[src/rtl/riscv_pkg.sv]
// Types and opcode constants shared by the fetch unit and the Controller.
package riscv_pkg;

  localparam logic [6:0] OPC_RTYPE     = 7'b0110011;
  localparam logic [6:0] OPC_ITYPE_IMM = 7'b0010011;
  localparam logic [6:0] OPC_LW        = 7'b0000011;
  localparam logic [6:0] OPC_SW        = 7'b0100011;
  localparam logic [6:0] OPC_BR        = 7'b1100011;
  localparam logic [6:0] OPC_JAL       = 7'b1101111;
  localparam logic [6:0] OPC_JALR      = 7'b1100111;
  localparam logic [6:0] OPC_HALT      = 7'b1111111;

  typedef enum logic [1:0] {
    FETCH,
    HOLD,
    DISCARD,
    HALT
  } fetch_state_t;

endpackage

[src/rtl/instr_fetch.sv]
// Instruction fetch: owns the PC, fetches over req/ack and hands words to decode over
// valid/ready, with branch redirect and a permanent HALT.
module instr_fetch
  import riscv_pkg::*;
#(
  parameter int unsigned ADDR_W   = 9,
  parameter int unsigned RESET_PC = 0
) (
  input  logic              clk,
  input  logic              reset_n,
  output logic              imem_req,
  output logic [ADDR_W-1:0] imem_addr,
  input  logic              imem_ack,
  input  logic [31:0]       imem_rdata,
  output logic              inst_valid,
  input  logic              inst_ready,
  output logic [31:0]       inst,
  output logic [ADDR_W-1:0] inst_pc,
  input  logic              redirect_valid,
  input  logic [ADDR_W-1:0] redirect_pc,
  output logic              halted
);

  localparam logic [ADDR_W-1:0] ResetPc = ADDR_W'(RESET_PC);

  fetch_state_t      state_q, state_d;
  logic [ADDR_W-1:0] pc_q, pc_d;
  logic [ADDR_W-1:0] disc_addr_q, disc_addr_d;
  logic [31:0]       inst_q, inst_d;
  logic [ADDR_W-1:0] inst_pc_q, inst_pc_d;
  logic              started_q;
  logic [ADDR_W-1:0] target;
  logic              unused_rpc_bits;

  assign target          = {redirect_pc[ADDR_W-1:2], 2'b00};
  assign unused_rpc_bits = ^redirect_pc[1:0];

  // started_q keeps imem_req low in the cycle where reset is first released.
  assign imem_req   = started_q && ((state_q == FETCH) || (state_q == DISCARD));
  assign imem_addr  = (state_q == DISCARD) ? disc_addr_q : pc_q;
  assign inst_valid = (state_q == HOLD);
  assign halted     = (state_q == HALT);
  assign inst       = inst_q;
  assign inst_pc    = inst_pc_q;

  always_comb begin
    state_d     = state_q;
    pc_d        = pc_q;
    disc_addr_d = disc_addr_q;
    inst_d      = inst_q;
    inst_pc_d   = inst_pc_q;
    unique case (state_q)
      FETCH: begin
        if (redirect_valid) begin
          pc_d = target;
          // An outstanding request must be drained at its original address.
          if (imem_req && !imem_ack) begin
            disc_addr_d = pc_q;
            state_d     = DISCARD;
          end
        end else if (imem_req && imem_ack) begin
          inst_d    = imem_rdata;
          inst_pc_d = pc_q;
          state_d   = HOLD;
        end
      end
      DISCARD: begin
        if (redirect_valid) pc_d = target;
        if (imem_ack) state_d = FETCH;
      end
      HOLD: begin
        if (redirect_valid) begin
          pc_d    = target;
          state_d = FETCH;
        end else if (inst_ready) begin
          if (inst_q[6:0] == OPC_HALT) begin
            state_d = HALT;
          end else begin
            pc_d    = pc_q + ADDR_W'(4);
            state_d = FETCH;
          end
        end
      end
      HALT: ;
      default: state_d = FETCH;
    endcase
  end

  always_ff @(posedge clk) begin
    if (!reset_n) begin
      state_q     <= FETCH;
      pc_q        <= ResetPc;
      disc_addr_q <= ResetPc;
      inst_q      <= '0;
      inst_pc_q   <= '0;
      started_q   <= 1'b0;
    end else begin
      state_q     <= state_d;
      pc_q        <= pc_d;
      disc_addr_q <= disc_addr_d;
      inst_q      <= inst_d;
      inst_pc_q   <= inst_pc_d;
      started_q   <= 1'b1;
    end
  end

endmodule
[config.mk]
export PLATFORM = sky130hd
export DESIGN_NAME = instr_fetch
export DESIGN_NICKNAME = d
export VERILOG_FILES = /design/src/rtl/riscv_pkg.sv /design/src/rtl/instr_fetch.sv
export SDC_FILE = /design/constraint.sdc
export NUM_CORES = 1
export LEC_CHECK = 0
export ABC_CLOCK_PERIOD_IN_PS = 2200
export CAP_MARGIN = 20
export CORE_MARGIN = 2
export CORE_UTILIZATION = 25
export DETAILED_ROUTE_END_ITERATION = 8
export PLACE_DENSITY = 0.47
export SYNTH_ARGS = -nofsm -noshare
export SYNTH_HDL_FRONTEND = slang
export SYNTH_SLANG_ARGS = --single-unit
[constraint.sdc]
create_clock -name clk -period 2.2 [get_ports clk]
set_input_delay 0.22 -clock clk [delete_from_list [all_inputs] [get_ports clk]]
set_output_delay 0.22 -clock clk [all_outputs]
set_load 0.05 [all_outputs]
* Word-level counts from Yosys, hierarchy flattened *
Cells that the tools add are included.

cells by class
  add/sub/neg operators = 1
  eq/ne operators = 10
  mux-type cells = 15
  bitwise gates (word level) = 1
  reduce and logical (&&, ||, !) cells = 13

operator list
  kind                 number
  $mux 9               5
  $pmux 9 s2           1
  $mux 2               7
  $add 9x3->9 const B  1
  $eq 7x7->1 const B   1
  $ne 3x2->1 const B   2
  $pmux 2 s3           1
  $reduce_and 3->1     2
  $reduce_and 5->1     1
  $eq 2x2->1 const B   2
  $reduce_and 4->1     1
  $logic_and 1x1->1    3
  $ne 3x1->1 const B   1
  $ne 3x3->1 const B   1
  $reduce_bool 3->1    1
  $eq 2x1->1 const B   1
  $logic_not 2->1      1
  $ne 2x1->1 const B   1
  $ne 2x2->1 const B   1
  $reduce_bool 2->1    1
  $reduce_or 2->1      1
  $logic_not 1->1      1
  $logic_or 1x1->1     1
  $mux 1               1
  $not 1->1            1

word-level totals
  bits in registers = 62
  bits of input ports = 46
  output and inout bits = 53

* Longest topological paths before layout *
  word-level depth = 7
  mapped depth = 7

* Least setup slack after synthesis *
OpenSTA, ideal clock, no wires.

  path kind = reg-to-reg
  start = register state_q[0]
  end = register pc_q[2]
  data arrival time = 1.850 ns
  data required time = 2.141 ns
  path slack = 0.291 ns
  stages on the path, launching flop included = 6
  clock period less this slack = 1.909 ns
  cells stage by stage = dfxtp_1 > ha_1 > nand2b_4 > or3_4 > nand3_1 > o221a_2

on the way
  elaborated cells between the ends (all ways) = 10

RTL lines
  element                                       line               source
  from (decl)                                   instr_fetch.sv:26  fetch_state_t state_q, state_d;
  from (signal assigned)                        instr_fetch.sv:98  state_q <= state_d;
  $eq 2x1->1 *                                  --
  named net inst_valid                          instr_fetch.sv:15  output logic inst_valid,
  $ne 3x3->1 (no line) (tied with other cells)  --
  $reduce_and 4->1 (no line)                    --
  to (signal assigned)                          instr_fetch.sv:92  pc_q <= ResetPc;
  to (signal assigned)                          instr_fetch.sv:99  pc_q <= pc_d;
  to (decl)                                     instr_fetch.sv:27  logic [ADDR_W-1:0] pc_q, pc_d;

Mark *: on every way through the listed nets, which the timed path passes. The rest lies on a longest branch.
A chain may end at the register's enable or synchronous reset.

* Worst setup path after layout *
  start = register state_q[0]
  end = output port inst_valid

on the way
  cells in the longest elaborated chain, start to end = 1

ends and longest elaborated chain
  element     line               source
  $eq 2x1->1  instr_fetch.sv:41  assign inst_valid = (state_q == HOLD);
  to (decl)   instr_fetch.sv:15

No other way between the ends.

==> flow_results.org <==
** Global routing
- Number of antenna violations at the first check in global routing :: 0
- For this run, the total global-route usage over all layers was measured as 13.07%.
- The first global-routing pass estimated about 11 mm of wire.
- Pin count of the biggest net entering global routing :: 40
- The number of global-route vias before repair is 2,223.
- Grt ovf :: 0

** Clock tree
- Root buffer selected by CTS :: clkbuf_8
- Clock tree from TritonCTS :: done
- Htree depth :: 2
- Buffers inserted during clock tree synthesis total 5.
- Clock slew at the register clock pins of the worst setup and hold paths :: 0.10 ns
- Clock latency on the worst-skew pair, taken at its later pin, is between 0.3 and 0.4 ns.
- Counting every sink on the clock net gives between 50 and 60.
- CTS Buffer Depth :: 2

** Flow run
- Max capacitance violation total :: 0

** Power
- Maximum vdd ir drop :: 0.2768 mV
- Relative contribution of the clock network to total power :: 20.0%
- The design draws 2.958 mW.
- Power per unit of standard cell area :: 817.5 nW/um^2
- In this run the static leakage power is between 1 and 1.5 nW.
- Of the total power, the share spent switching nets is 37.86%.
- The share of total power dissipated in combinational logic is 39.6%.
- The internal power of the cells totals 1.838 mW.
- Sequential Power Share :: 40.4%
- Summed over all nets, the switching power comes to 1.120 mW.

** Routing
- Detailed-route vias per instance :: 4.548
- Vias :: 2,324
- Remaining antenna violation count :: 0
- Drt total wl :: 6.899 mm
- First drt pass iteration count :: 4
- The first routing iteration left a little over 90 violations.
- DRC :: 0
- Dividing the detail-routed wire length by the instance count gives 13.50 microns.

** Yosys
- Yosys warning total :: 0
- After technology mapping, the gate count stands at 295.
- After synthesis the cells add up to 2432 sq um.
- Cell variety after synth :: 41
- Mean area per synthesized cell :: 8.245 sq um
- The synthesized design contains 56 register bits.
- Of the synthesized area, sequential elements account for 46.09%.

** Die
- CORE AREA :: around 9300 sq um
- Standard-cell rows :: 35
- Die area :: 10,530 sq um
- Horizontal extent of the die :: 102.6 microns
- Die height :: 102.6 microns
- Initial Utilization :: 26.08%
- In this run the count of I/O pins placed on the die edge is 99.

** Critical path
- At the worst endpoint, the arrival time is ~1.9 ns.
- STA classifies the critical path startpoint as a flop.
- Req. time, crit path :: 1.98 ns
- The worst setup path is captured at an output port.
- The setup path with the least slack is of type flop to output port.
- Slowest stage cell on the critical path :: clkdlybuf4s50_1
- For this run, the slowest stage of the critical path takes about 0.83 ns.
- CP cell instances :: ha_1 -> clkdlybuf4s50_1
- Measured in cells, the most critical reg-to-reg path has a length of 5.
- In this run the worst path has a maximum fanout of 6.

** Place
- The wire-length estimate of the detail-placed layout is around 4.7 mm.
- Timing analysis after detailed placement gives a worst setup slack of 0.3603 ns.
- Buffers placed on the I/O ports in this run total slightly above 90.
- Placer Congestion :: 0.8050

** STA
- Static timing analysis puts the maximum clock frequency at about 0.48 GHz.
- Final hold analysis gives a worst-case slack of 0.4464 ns.
- Number of hold-slack violations in the final timing report :: 0
- Measured against its own limit, the worst slew margin works out to between 60% and 70%.
- Number of pins exceeding their max-slew limit in the final report :: 0
- Time the final worst path needs with I/O delays and setup :: 2.075 ns
- Clock skew on the completed layout was measured at 0.005798 ns.
- Summed over all failing endpoints, the final setup total negative slack is 0 ns.
- Final critical-path setup slack :: around 0.12 ns
- Final count of negative-setup-slack endpoints :: 0
- After layout, the worst path uses between 90% and 100% of the clock period.
- Measured slew at the worst slew-check pin :: 0.5563 ns
- Setup repair after global routing missed its margin :: no

** Final layout
- Most frequent cells in the layout :: 90 x nand2_1, 83 x clkdlybuf4s50_1, 56 x dfxtp_1
- Leaving out fill and tap cells, the most frequent cell in the layout is nand2_1.
- Diodes inserted :: 0
- From synthesis to final layout, the design area changed by 48.77%.
- The final layout contains 432 nets.
- The post-route netlist has 9.948% of its cells at a drive strength greater than 1.

** Min path
- Counting instances, the worst hold path has a depth of 3.
- The path class of the tightest hold or removal check is input pin to flop.

** Status
- The flow ran to the end, and the final reports show no timing, DRC or antenna violations.
-- synth_stat cells, drive strengths merged --
library cell | number | area (sq um)
a2111oi | 2 | 17.52
a21bo | 1 | 10.01
a21o | 1 | 7.510
a21oi | 47 | 235.2
a221oi | 1 | 15.01
a311oi | 3 | 26.28
a31oi | 1 | 6.260
and2 | 1 | 6.260
and4 | 2 | 17.52
and4b | 1 | 10.01
buf | 10 | 68.82
clkbuf | 12 | 45.04
conb | 1 | 3.750
dfxtp | 56 | 1121
ha | 5 | 62.56
inv | 5 | 18.76
mux2 | 7 | 78.83
mux2i | 7 | 70.07
nand2 | 90 | 337.8
nand2b | 3 | 26.27
nand3 | 4 | 20.02
nand4 | 1 | 6.260
nand4b | 2 | 17.52
nor2 | 9 | 33.78
nor2b | 2 | 15.02
nor3 | 4 | 25.02
nor3b | 1 | 7.510
nor4 | 4 | 25.02
o21a | 1 | 7.510
o21ai | 2 | 10.01
o21bai | 1 | 7.510
o221a | 1 | 11.26
o32ai | 5 | 43.79
or2 | 1 | 6.260
or3 | 1 | 11.26
-- critical path, delay by kind of cell, from the launching register on --
| family | cells | cell delay, ns |
|---|---|---|
| adder cells (fa/ha/maj) | 1 | 0.29 |
| buffers and inverters | 1 | 0.83 |
| flip-flops | 1 | 0.43 |
-- state kept, by name (all words and copies together) (netlist names) --
| signal | count |
|---|---|
| state_q | 2 |
| disc_addr_q | 7 |
| inst_pc | 7 |
| inst | 32 |
| started_q | 1 |
| pc_q | 7 |
-- per-stage QoR --
step                std cells  instance area (sq um)  util [%]
floorplan                 298                   2444         -
global placement          503                   3522     37.76
detailed placement        503                   3522     37.76
CTS                       511                   3616     38.77
global route              511                   3618     38.79
finish                    511                   3618     38.79
-- cell type report --
type	count	area, sq um
Clock buffer	7	86.33
Clock inverter	1	7.507
Fill cell	994	5709
Inverter	5	18.77
Multi-Input combinational cell	215	1192
Sequential cell	56	1121
Tap cell	129	161.4
Timing Repair Buffer	98	1031
-- cells by family (layout without fill, tap and decap cells) --
| logic type | Yosys count | after routing | synth area share, % |
|---|---|---|---|
| buffers and inverters | 27 | 111 | 5.452 |
| AOI/OAI and AO/OA | 66 | 66 | 16.36 |
| DFF | 56 | 56 | 46.09 |
| and+or+nand+nor | 126 | 126 | 23.25 |
| adders and majority gates | 5 | 5 | 2.572 |
| other | 1 | 4 | 0.1542 |
| muxes | 14 | 14 | 6.122 |
-- worst paths after layout --
kind             startpoint         end  slack (ns)
min          imem_rdata[12]    inst[12]        0.45
max reg2reg      state_q[0]     pc_q[2]        0.36
max              state_q[0]  inst_valid        0.12
min reg2reg        inst[27]    inst[27]        0.46
-- per-layer routing --
metal | up-vias | track usage [%] | share of wire [%]
met1 | 1072 | 17.01 | 45
met5 | - | 0 | 0
met3 | 6 | 4.000 | 7.9
met4 | 0 | 3.692 | 1.1
met2 | 76 | 20.97 | 46
li1 | 1170 | - | -
-- power by group through the flow --
stage	Clock (mW)	Combinational, mW	Sequential [mW]
finish	0.593	1.17	1.19
global route	0.662	1.26	1.21
CTS	0.633	1.18	1.20
detailed placement	0	1.18	1.22
global placement	0	1.17	1.21
floorplan	0	0.632	1.33
-- what timing repair did --
action,4_1_cts,5_1_grt
hold buffers,0,0
endpoints found under the setup margin,0,1
setup buffers,0,0
resized for setup,0,1
Power figures use the tool's default switching activity.
